==> src/rtl/ram_ctrl_pkg.sv <==
// ram_ctrl_pkg: shared state type, client ids, default sizes and one-hot decode for the RAM access arbiter
package ram_ctrl_pkg;
  typedef enum logic {INIT, RUN} state_t;
  localparam logic CLI_A = 1'b0;
  localparam logic CLI_B = 1'b1;
  localparam int DW_DEF = 2;
  localparam int AW_DEF = 2;
  localparam int MAX_WORDS = 256;
  function automatic logic [MAX_WORDS-1:0] onehot(input logic [7:0] idx);
    return {{(MAX_WORDS-1){1'b0}}, 1'b1} << idx;
  endfunction
endpackage

==> src/rtl/rr_arbiter2.sv <==
// rr_arbiter2: two-way round-robin grant for the shared RAM write port
//   clk, reset (async, active low), req_a/req_b write requests -> gnt_a/gnt_b
//   prio names the client that wins the next contended cycle; it moves to the loser after every grant
module rr_arbiter2
  import ram_ctrl_pkg::*;
(
  input  logic clk,
  input  logic reset,
  input  logic req_a,
  input  logic req_b,
  output logic gnt_a,
  output logic gnt_b
);
  logic prio;
  always_comb begin
    gnt_a = req_a & (~req_b | (prio == CLI_A));
    gnt_b = req_b & (~req_a | (prio == CLI_B));
  end
  always_ff @(posedge clk or negedge reset)
    if (!reset) prio <= CLI_A;
    else if (gnt_a | gnt_b) prio <= gnt_a ? CLI_B : CLI_A;
endmodule

==> src/rtl/ram_access_arbiter.sv <==
// ram_access_arbiter: clears a WORDS x DW register-file RAM after reset, then shares it between clients A and B
//   clk, reset (async, active low)
//   a_*/b_*: req, we, addr, wdata in; gnt (combinational), rvalid/rdata (registered, 1-cycle latency) out
//   ram_write_data/ram_write_select: shared write port (one-hot or zero select)
//   ram_read_select_1/2 + ram_read_data_1/2: dedicated read ports for A and B
//   init_done: high once every word has been cleared
//   RAM_WRITE_BYPASS_EN: a read granted with a same-address write returns the new data
module ram_access_arbiter
  import ram_ctrl_pkg::*;
#(
  parameter  int DW = DW_DEF,
  parameter  int AW = AW_DEF,
  localparam int WORDS = 2**AW
) (
  input  logic             clk,
  input  logic             reset,
  input  logic             a_req,
  input  logic             a_we,
  input  logic [AW-1:0]    a_addr,
  input  logic [DW-1:0]    a_wdata,
  output logic             a_gnt,
  output logic             a_rvalid,
  output logic [DW-1:0]    a_rdata,
  input  logic             b_req,
  input  logic             b_we,
  input  logic [AW-1:0]    b_addr,
  input  logic [DW-1:0]    b_wdata,
  output logic             b_gnt,
  output logic             b_rvalid,
  output logic [DW-1:0]    b_rdata,
  output logic [DW-1:0]    ram_write_data,
  output logic [WORDS-1:0] ram_write_select,
  output logic [WORDS-1:0] ram_read_select_1,
  output logic [WORDS-1:0] ram_read_select_2,
  input  logic [DW-1:0]    ram_read_data_1,
  input  logic [DW-1:0]    ram_read_data_2,
  output logic             init_done
);
  state_t state, state_nx;
  logic [AW-1:0] init_cnt;
  logic run, a_rd, b_rd, a_wg, b_wg, wen;
  logic [AW-1:0] waddr;
  logic [DW-1:0] wdata, a_rdata_nx, b_rdata_nx;
  rr_arbiter2 u_arb (
    .clk   (clk),
    .reset (reset),
    .req_a (run & a_req & a_we),
    .req_b (run & b_req & b_we),
    .gnt_a (a_wg),
    .gnt_b (b_wg)
  );
  always_ff @(posedge clk or negedge reset)
    if (!reset) begin
      state    <= INIT;
      init_cnt <= '0;
    end else begin
      state <= state_nx;
      if (state == INIT) init_cnt <= init_cnt + AW'(1);
    end
  // the INIT select is gated by reset so nothing is written while reset is held
  always_comb begin
    state_nx          = (state == INIT && &init_cnt) ? RUN : state;
    run               = state == RUN;
    a_rd              = run & a_req & ~a_we;
    b_rd              = run & b_req & ~b_we;
    a_gnt             = a_rd | a_wg;
    b_gnt             = b_rd | b_wg;
    wen               = a_wg | b_wg;
    waddr             = a_wg ? a_addr : b_addr;
    wdata             = a_wg ? a_wdata : b_wdata;
    ram_write_select  = run ? (wen ? WORDS'(onehot(8'(waddr))) : '0)
                            : (reset ? WORDS'(onehot(8'(init_cnt))) : '0);
    ram_write_data    = (run & wen) ? wdata : '0;
    ram_read_select_1 = a_rd ? WORDS'(onehot(8'(a_addr))) : '0;
    ram_read_select_2 = b_rd ? WORDS'(onehot(8'(b_addr))) : '0;
    init_done         = run;
  end
`ifdef RAM_WRITE_BYPASS_EN
  assign a_rdata_nx = (wen && waddr == a_addr) ? wdata : ram_read_data_1;
  assign b_rdata_nx = (wen && waddr == b_addr) ? wdata : ram_read_data_2;
`else
  assign a_rdata_nx = ram_read_data_1;
  assign b_rdata_nx = ram_read_data_2;
`endif
  always_ff @(posedge clk or negedge reset)
    if (!reset) begin
      a_rvalid <= 1'b0;
      b_rvalid <= 1'b0;
      a_rdata  <= '0;
      b_rdata  <= '0;
    end else begin
      a_rvalid <= a_rd;
      b_rvalid <= b_rd;
      if (a_rd) a_rdata <= a_rdata_nx;
      if (b_rd) b_rdata <= b_rdata_nx;
    end
endmodule

==> config.mk <==
export PLATFORM = sky130hd
export DESIGN_NAME = ram_access_arbiter
export DESIGN_NICKNAME = d
export VERILOG_FILES = /design/src/rtl/ram_ctrl_pkg.sv /design/src/rtl/rr_arbiter2.sv /design/src/rtl/ram_access_arbiter.sv
export SDC_FILE = /design/constraint.sdc
export NUM_CORES = 1
export LEC_CHECK = 0
export ABC_AREA = 0
export BUFFER_PORTS_ARGS = -buffer_cell sky130_fd_sc_hd__buf_2
export CORE_MARGIN = 2
export CORE_UTILIZATION = 38
export CTS_CLUSTER_DIAMETER = 200
export DETAILED_ROUTE_END_ITERATION = 7
export PLACE_DENSITY = 0.74
export SLEW_MARGIN = 20
export SYNTH_ARGS = -nofsm -noshare
export SYNTH_HDL_FRONTEND = slang
export SYNTH_SLANG_ARGS = --single-unit
==> constraint.sdc <==
create_clock -name clk -period 1.3 [get_ports clk]
set_input_delay 0.26 -clock clk [delete_from_list [all_inputs] [get_ports clk]]
set_output_delay 0.26 -clock clk [all_outputs]
set_load 0.02 [all_outputs]
==> impl_results.md, run 1 <==
- GRT overflow: 0
- Drt pass-1 iters: 4
- Power Density: 746 nW/um2
- Site row count: 15
- Status: complete, but fails checks
- First-pass GRT wire length: around 3000 um
- Clock Tree Root: clkbuf_4
- Dominant cell type by area after synthesis: dfrtp_1
- Skew-Pair Late Insertion Delay: between 0.2 and 0.3 ns
- Port Buf Inserts: 40
- Final Slew Violations: 0
- Crit path kind: reg2out
- R2r setup slk: -0.29 ns
- Worst Setup SP: init_done
- Placed Cells: 156
- Worst min path class: in2reg
- Post-Syn Area: between 700 and 800 um2
- Startpoint Class: flip-flop
- Final Non-Filler Cells: around 160
- Yosys reg bits: 10
- Leakage power: about 0.67 nW
- Antenna diodes: 0
- Fillers: 143
- Hold Path Depth: 2
- R2R depth: 6
- Worst R2R Start: init_done
- Most common cell after layout, fill and taps aside: buf_2
- Drt initial violations: 2
- Reg clk slew, reported paths: roughly 0.06 ns
- Part of the Yosys area used for sequential elements: 35.7%
- Crit path to: ram_write_select[1]
- DIE WIDTH: between 40 and 50 um
- Post-layout nets: between 150 and 200
- Yosys cell types: 29
- Failing checks: setup timing
- Tmin final: roughly 1.8 ns
- Chip height: 46.9 um
- Initial antenna violation count: 0
- Setup-failing EPs final: 20
- Core Box Area: between 1500 and 2000 um2
- Critical path capture point type: primary output
- CTS H-tree lvls: 1
- Yosys warning total: 0
- Synth Instances: 73
- Max-slew headroom: 81.0%
- Worst path slowest cell: dfrtp_2
- Vias per Instance: 4.85
- Largest net degree at the start of global routing: 11
- R2R Path End: b_rdata[1]
- Share of layout cells above drive strength 1: slightly above 70%
- Final period util: 137%
- CP delay by family, top: flip-flops
- CP Cell Sequence: buf_12, and4b_2, a221o_1, buf_6
- GR Util All Layers: 19.4%
- Avg Inst Size Synth: ~9.6 um2
- Setup TNS after final layout: -6.27 ns
- Io pins: 41
- Worst slew pin tran: 0.284 ns
- Critical path required time: roughly 1.0 ns
- Die area: approximately 2200 um2
- Top cell type's share of synthesized area: 35.7%
- TritonCTS clock tree: built
- Final RePlAce weighted congestion: roughly 0.72
- Final WS setup: -0.476 ns
- Critical path's largest stage delay: 0.46 ns
- Skew final: about 0.0028 ns
- Largest cells by area after synthesis: dfrtp_1, mux2_2, ha_1, a221o_1, nand2_1
- Commonest non-fill, non-tap cells in the layout: buf_2, buf_4, dfrtp_1, buf_6, nand2_1
- WP depth: 4
- Hold Fails Final Rpt: 0
- Crit path DAT: 1.52 ns
- CP Buf/Inv Count: 2
- Number of global-route vias before repair: about 740
- Final wirelength: 2030 um
- Post-layout util: 76.3%
- Max Cap Viol: 0
- CTS buffer count: 3
- Initial Util: 40.6%
- Final HPWL DP: between 1500 and 2000 um
- WL/cell: 12.4 um
- Post-route DRC: 0
- Vias post-DR: ~800
- Clock tree buffer depth: 2
- Fmax: 0.563 GHz
- Worst Path Max Fanout: 6
- Area growth syn-to-layout: 88.0%
- Worst vdd ir: 0.640 mV
- Num Clock Sinks: 10
- RSZ-0062 raised after global routing: true
- Syn Nets: 95
- Dpl ws: -0.289 ns
- Post-route ant nets: 0
what timing repair did:
action / 4_1_cts / 5_1_grt
pin swaps: 4 / 2
buffers inserted: 2 / 1
gates resized for setup: 27 / 0
setup endpoints to repair: 20 / 20
hold buffers: 1 / 0
endpoints found under the hold margin: 10 / 0
cloned: 0 / 0
worst min path at each step:
stage | start | end | slack, ns
2_1_floorplan | reset | a_rdata[0] | -0.04
3_3_place_gp | reset | init_cnt[1] | 0.19
3_5_place_dp | reset | init_cnt[0] | 0.20
4_1_cts | ram_read_data_1[1] | a_rdata[1] | 0.22
5_1_grt | ram_read_data_2[1] | b_rdata[1] | 0.23
6_report | ram_read_data_2[0] | b_rdata[0] | 0.24
worst register-to-register path, delay by kind of cell, from the launching register on:
family        cells  cell delay [ns]
buf+inv           4             0.54
simple gates      1             0.22
flops             1             0.46
mux               1             0.26
sequential cells by signal, indices dropped and copies added, names as in the netlist:
register and flops:
init_cnt 2, b_rdata 2, a_rvalid 1, init_done 1
b_rvalid 1, a_rdata 2, u_arb.prio 1
per-layer routing:
layer / global-route usage (%) / wire, um
met4: 8.33 / 13
met3: 1.54 / 103
met1: 22.1 / 810
met5: 0 / 0
met2: 36.7 / 1100
metrics by stage:
step                total power, W  hold slack [ns]  instance area [um2]
floorplan                 0.000526          -0.0356                  788
global placement          0.000675            0.195                 1170
detailed placement        0.000685            0.201                 1170
CTS                       0.000994            0.224                 1310
global route               0.00104            0.227                 1320
finish                    0.000983            0.237                 1320
synthesized netlist by cell type (all sizes together):
library cell and number:
a21oi 2, a221o 4, a22o 1, a2bb2oi 1
a41oi 1, and3 5, and3b 2, and4 1
and4b 2, buf 1, clkbuf 2, dfrtp 10
ha 4, inv 4, mux2 5, nand2 8
nand3 4, nor2 2, nor2b 1, nor3 2
nor3b 2, nor4 2, nor4b 2, o21ai 2
or2 2, xnor2 1
where the power goes:
part | switching [W] | total, W | internal, W | leakage, nW
Combinational | 0.000186 | 0.000364 | 0.000178 | 0.531
Clock | 0.0000978 | 0.000268 | 0.000170 | 0.0210
Sequential | 0.0000133 | 0.000352 | 0.000339 | 0.120
Total | 0.000297 | 0.000983 | 0.000686 | 0.672
area by class of cell:
type	instances	area, um2	share of cell area (%)
multi-input cells	56	531	40.3
repair buffers	65	450	34.2
flip-flops and latches	10	251	19.1
clock buffers	4	36.3	2.75
well taps	25	31.3	2.37
inverters	4	17.5	1.33
logic make-up (layout without fill, tap and decap cells):
kind of cell / after synthesis / after routing / share of synthesized area [%]
simple gates: 35 / 35 / 30.7
compound gates: 11 / 11 / 12.3
flops: 10 / 10 / 35.7
buf+inv: 7 / 73 / 4.82
mux: 5 / 5 / 8.04
fa+ha+maj: 4 / 4 / 7.14
xor+xnor: 1 / 1 / 1.25
Note: power is estimated with default switching activity, not from simulation.
==> inputs of run 2 (changes only) <==
--- a/config.mk
+++ b/config.mk
@@ -12,6 +12,7 @@
 export CTS_CLUSTER_DIAMETER = 200
 export DETAILED_ROUTE_END_ITERATION = 7
 export PLACE_DENSITY = 0.74
+export RECOVER_POWER = 50
 export SLEW_MARGIN = 20
 export SYNTH_ARGS = -nofsm -noshare
 export SYNTH_HDL_FRONTEND = slang
==> run 2 against run 1 <==
Against the previous run: via count did not move; the run still ends with setup timing left; combinational power barely moved; wire length barely moved; first-iteration DRC count did not move; final cell count did not move; utilization fell by 0.29 points; critical path type unchanged.
==> impl_results.md, run 2 (synthesis gave the netlist of run 1 again) <==
- Routing usage on met3: 1.54% (unchanged)
- Initial antenna violation count: 0 (unchanged)
- Post-route ant nets: 0 (unchanged)
- Worst vdd ir: 0.640 mV (about the same)
- Antenna diodes: 0 (unchanged)
- Site row count: 15 (unchanged)
- Leakage power: 0.666 nW (-0.95%)
- Die area: 2200 um2 (unchanged)
- Clock Tree Root: clkbuf_4
- Failing checks: setup timing
- CTS H-tree lvls: 1 (unchanged)
- Vias per Instance: 4.85 (unchanged)
- Initial Util: 40.6% (unchanged)
- Startpoint Class: flip-flop
- Final HPWL DP: 1610 um (unchanged)
- Fillers: 146 (+2.1%)
- Chip height: 46.9 um (unchanged)
- Largest net degree at the start of global routing: 11 (unchanged)
- Gr busiest metal: met2
- Io pins: 41 (unchanged)
- Vias post-DR: 795 (unchanged)
- Drt initial violations: 2 (unchanged)
- CTS buffer count: 3 (unchanged)
- Largest registers: a_rdata (2), b_rdata (2), init_cnt (2)
- Skew-Pair Late Insertion Delay: 0.26 ns (about the same)
- Met2 Use GR: 36.7% (unchanged)
- Max Cap Viol: 0 (unchanged)
- Post-layout nets: 162 (unchanged)
- Post-route DRC: 0 (unchanged)
- Crit path kind: reg2out
- Clock tree buffer depth: 2 (unchanged)
- Port Buf Inserts: 40 (unchanged)
- Number of global-route vias before repair: 741 (unchanged)
- Critical path capture point type: primary output
- Hold Fails Final Rpt: 0 (unchanged)
- Final wirelength: 2030 um (about the same)
- Core Box Area: 1730 um2 (unchanged)
- Dpl ws: -0.289 ns (unchanged)
- DIE WIDTH: 46.9 um (unchanged)
- Met1 global-route usage: 22.1% (unchanged)
- Skew final: 0.00292 ns (+0.000101 ns)
- GRT overflow: 0 (unchanged)
- Worst slew pin tran: 0.527 ns (+0.243 ns)
- Area growth syn-to-layout: 87.3%
- Worst min path class: in2reg
- Share of layout cells above drive strength 1: 69.1% (-1.4 points)
- Commonest non-fill, non-tap cells in the layout: buf_2, buf_4, dfrtp_1, buf_6, nand2_1
- Final Slew Violations: 0 (unchanged)
- Post-layout util: 76.0% (-0.29 points)
- Critical path required time: 1.04 ns (about the same)
- Max-slew headroom: 64.9% (-16 points)
- Final period util: 137% (about the same)
- Setup-failing EPs final: 20 (unchanged)
- Final RePlAce weighted congestion: 0.722 (unchanged)
- Final WS setup: -0.476 ns (+0.0000350 ns)
- GR Util All Layers: 19.4% (unchanged)
- Worst Path Max Fanout: 6 (unchanged)
- Setup TNS after final layout: -6.27 ns (+0.000820 ns)
- WL/cell: 12.4 um (about the same)
- Drt pass-1 iters: 4 (unchanged)
- Crit path DAT: 1.52 ns (about the same)
- Num Clock Sinks: 10 (unchanged)
- Power Density: 748 nW/um2 (+0.20%)
- Status: complete, but fails checks
- Fmax: 0.563 GHz (about the same)
- First-pass GRT wire length: 3040 um (unchanged)
- Reg clk slew, reported paths: 0.06 ns (about the same)
- TritonCTS clock tree: built
- Most common cell after layout, fill and taps aside: buf_2
- RSZ-0062 raised after global routing: true
- Tmin final: 1.78 ns (-0.0000350 ns)
-- run 2: cell types whose count changed in the layout (fill, tap and decap cells not counted) --
cell / change
buf_2: -1
buf_4: -1
clkbuf_1: +2
-- run 2: path summary, 6_finish.rpt --
kind	startpoint	to	slack, ns	cells after the start
max in group asynchronous	reset	init_done	0.30	3
min in group asynchronous	reset	init_cnt[0]	0.62	3
worst max-delay path	init_done	ram_write_select[1]	-0.48	4
worst max register to register	init_done	b_rdata[1]	-0.29	6
worst min register to register	b_rdata[0]	b_rdata[0]	0.51	1
worst min-delay path	ram_read_data_2[0]	b_rdata[0]	0.24	2
-- run 2: per-stage QoR --
stage               hold WS (ns)  cell area, um2  total power (W)  cells
finish                     0.237            1310         0.000982    164
global route               0.227            1310          0.00103    164
CTS                        0.224            1310         0.000994    163
detailed placement         0.201            1170         0.000685    156
global placement           0.195            1170         0.000675    156
floorplan                -0.0356             788         0.000526     73
-- run 2: timing repair --
item	in CTS	in global routing
hold endpoints to repair	10	0
hold buffers	1	0
pin swaps	4	2
endpoints found under the setup margin	20	20
resized for setup	27	0
buffers inserted	2	1
-- run 2: per-layer routing --
layer	share of wire [%]	vias up
li1	-	407
met1	40	362
met3	5.1	2
met5	0	-
met4	0.64	0
met2	54	24
-- run 2: layout make-up --
cell class / instances / area, um2 / share of cell area, %
Clock buffer: 4 / 36.3 / 2.76
Inverter: 4 / 17.5 / 1.33
Multi-Input combinational cell: 56 / 531 / 40.4
Sequential cell: 10 / 251 / 19.2
Tap cell: 25 / 31.3 / 2.38
Timing Repair Buffer: 65 / 445 / 33.9
-- run 2: worst max-delay path, stage by stage, from the launching register on --
cell and delay [ns]:
dfrtp_2 0.46, buf_12 0.15, and4b_2 0.21, a221o_1 0.31, buf_6 0.14
-- run 2: where the power goes --
part	internal [W]	switching [W]	leakage, nW
logic	0.000176	0.000186	0.525
registers	0.000339	0.0000133	0.120
clock network	0.000170	0.0000979	0.0210
==> inputs of run 3 (changes only) <==
--- a/config.mk
+++ b/config.mk
@@ -7,11 +7,14 @@
 export LEC_CHECK = 0
 export ABC_AREA = 0
 export BUFFER_PORTS_ARGS = -buffer_cell sky130_fd_sc_hd__buf_2
+export CELL_PAD_IN_SITES_DETAIL_PLACEMENT = 0
+export CELL_PAD_IN_SITES_GLOBAL_PLACEMENT = 1
+export CORE_ASPECT_RATIO = 0.5
 export CORE_MARGIN = 2
-export CORE_UTILIZATION = 38
+export CORE_UTILIZATION = 27
 export CTS_CLUSTER_DIAMETER = 200
 export DETAILED_ROUTE_END_ITERATION = 7
-export PLACE_DENSITY = 0.74
+export PLACE_DENSITY_LB_ADDON = 0.1
 export RECOVER_POWER = 50
 export SLEW_MARGIN = 20
 export SYNTH_ARGS = -nofsm -noshare
==> run 3 against run 2 <==
Against the previous run: the flow still finishes with violations (setup timing); die area up 38%; register-to-register slack lost 0.04 ns; clock skew fell by 0.0019 ns; via count grew 3.8%; maximum frequency up 3.0%; clock power is 38% higher; setup slack better by 0.051 ns; design area up 5.9%; sequential cell count did not move; final cell count increased by 6.1%; critical path depth unchanged; highest routed layer unchanged.
==> impl_results.md, run 3 (synthesis gave the netlist of run 1 again) <==
- Status: complete, but fails checks
- Failing checks: setup timing
- Reg clk slew, reported paths: 0.04 ns (-0.02 ns)
- CTS H-tree lvls: 1 (unchanged)
- Met2 Use GR: 31.5% (-5.2 points)
- Vias post-DR: 825 (+3.8%)
- Max Cap Viol: 0 (unchanged)
- Worst slew pin tran: 0.511 ns (-0.0157 ns)
- Final Non-Filler Cells: 174 (+6.1%)
- Most common cell after layout, fill and taps aside: buf_4
- Antenna diodes: 0 (unchanged)
- GRT overflow: 0 (unchanged)
- Die area: 3040 um2 (+38%)
- Fin area: 1390 um2 (+5.9%)
- Setup-failing EPs final: 20 (unchanged)
- Worst Path Max Fanout: 8 (+2)
- Core Box Area: 2330 um2 (+35%)
- Clock tree buffer depth: 2 (unchanged)
- Hold Fails Final Rpt: 0 (unchanged)
- Final wirelength: 2240 um (+10%)
- Initial Util: 30.1% (-10 points)
- Tmin final: 1.73 ns (-0.0511 ns)
- Clock Tree Root: clkbuf_8
- Skew final: 0.000994 ns (-0.00193 ns)
- TritonCTS clock tree: built
- Largest net degree at the start of global routing: 11 (unchanged)
- CTS buffer count: 3 (unchanged)
- RSZ-0062 raised after global routing: true
- Final RePlAce weighted congestion: 0.815 (+13%)
- Routing usage on met3: 3.38% (+1.8 points)
- Final Slew Violations: 0 (unchanged)
- Post-layout nets: 162 (unchanged)
- Num Clock Sinks: 10 (unchanged)
- DIE WIDTH: 76.0 um (+62%)
- Critical path capture point type: primary output
- Area growth syn-to-layout: 98.4%
- Post-route ant nets: 0 (unchanged)
- WL/cell: 12.9 um (+3.7%)
- Placed inst area: 1160 um2 (-0.64%)
- Io pins: 41 (unchanged)
- Chip height: 40.0 um (-15%)
- Site row count: 12 (-3)
- Startpoint Class: flip-flop
- Max-slew headroom: 65.9% (+1.0 points)
- Power Density: 795 nW/um2 (+6.3%)
- Final HPWL DP: 1720 um (+7.1%)
- Final period util: 133% (-3.9 points)
- Post-route DRC: 0 (unchanged)
- Placed Cells: 165 (+5.8%)
- Crit path kind: reg2out
- Vias per Instance: 4.74 (-2.2%)
- Leakage power: 0.677 nW (+1.7%)
- Port Buf Inserts: 40 (unchanged)
- Final WS setup: -0.425 ns (+0.0511 ns)
- Gr busiest metal: met2
- Met1 global-route usage: 18.5% (-3.6 points)
- GR Util All Layers: 15.8% (-3.7 points)
- Critical path required time: 1.04 ns (about the same)
- Initial antenna violation count: 0 (unchanged)
- Skew-Pair Late Insertion Delay: 0.23 ns (-0.03 ns)
- Largest registers: a_rdata (2), b_rdata (2), init_cnt (2)
- Drt initial violations: 38 (+36)
- Fmax: 0.580 GHz (+3.0%)
- Worst min path class: in2reg
- Number of global-route vias before repair: 824 (+11%)
- Worst vdd ir: 0.825 mV (+29%)
- First-pass GRT wire length: 3730 um (+23%)
- Commonest non-fill, non-tap cells in the layout: buf_4, buf_2, buf_6, dfrtp_1
- Drt pass-1 iters: 4 (unchanged)
- Crit path DAT: 1.47 ns (-0.05 ns)
- Share of layout cells above drive strength 1: 72.7% (+3.6 points)
## run 3: cell counts in the layout (fill, tap and decap cells not counted)
No cell type changed its count.
## run 3: where the power goes
part           switching, W  leakage [nW]  internal (W)
sequential        0.0000174         0.120      0.000340
clock              0.000105        0.0288      0.000265
combinational      0.000193         0.528      0.000186
total              0.000315         0.677      0.000791
## run 3: cell type report
| cell class | count | area [um2] |
|---|---|---|
| clock buffer | 4 | 55.1 |
| multi-input combinational | 56 | 567 |
| tap | 35 | 43.8 |
| timing repair buffer | 65 | 458 |
| inverter | 4 | 15.0 |
| sequential | 10 | 251 |
| fill | 211 | 937 |
## run 3: path summary, 6_finish.rpt
kind                       slack (ns)               start  cells past startpoint                  end
max                             -0.43           init_done                      4  ram_write_select[0]
min                              0.26  ram_read_data_1[1]                      2           a_rdata[1]
max reg2reg                     -0.33           init_done                      6           b_rdata[0]
min reg2reg                      0.51          b_rdata[1]                      1           b_rdata[1]
max in group asynchronous        0.28               reset                      3            init_done
min in group asynchronous        0.65               reset                      3           a_rdata[1]
## run 3: per-layer routing
metal | part of all wire [%] | wire length, um
met4 | 0.81 | 18
met1 | 46 | 1020
met2 | 48 | 1060
met3 | 5.9 | 132
met5 | 0 | 0
## run 3: per-stage QoR
step | TNS, ns | total power [W] | worst slack, ns | util, % | hold slack [ns]
2_1_floorplan | -0.639 | 0.000526 | -0.152 | - | -0.0356
3_3_place_gp | -2.33 | 0.000668 | -0.257 | 49.9 | 0.206
3_5_place_dp | -2.75 | 0.000679 | -0.294 | 49.9 | 0.207
4_1_cts | -5.91 | 0.00111 | -0.393 | 58.2 | 0.258
5_1_grt | -7.24 | 0.00117 | -0.465 | 59.7 | 0.266
6_report | -6.40 | 0.00111 | -0.425 | 59.7 | 0.263
## run 3: worst max-delay path: stages (launching register included)
cell and delay [ns]:
dfrtp_2 0.47, and3_4 0.23, nand2_4 0.06, a221o_1 0.34, buf_6 0.14
## run 3: timing repair
item	4_1_cts	5_1_grt
setup buffers	3	3
pin swaps	9	8
resized for setup	35	8
endpoints found under the setup margin	20	20
hold buffers	1	0
endpoints found under the hold margin	10	0
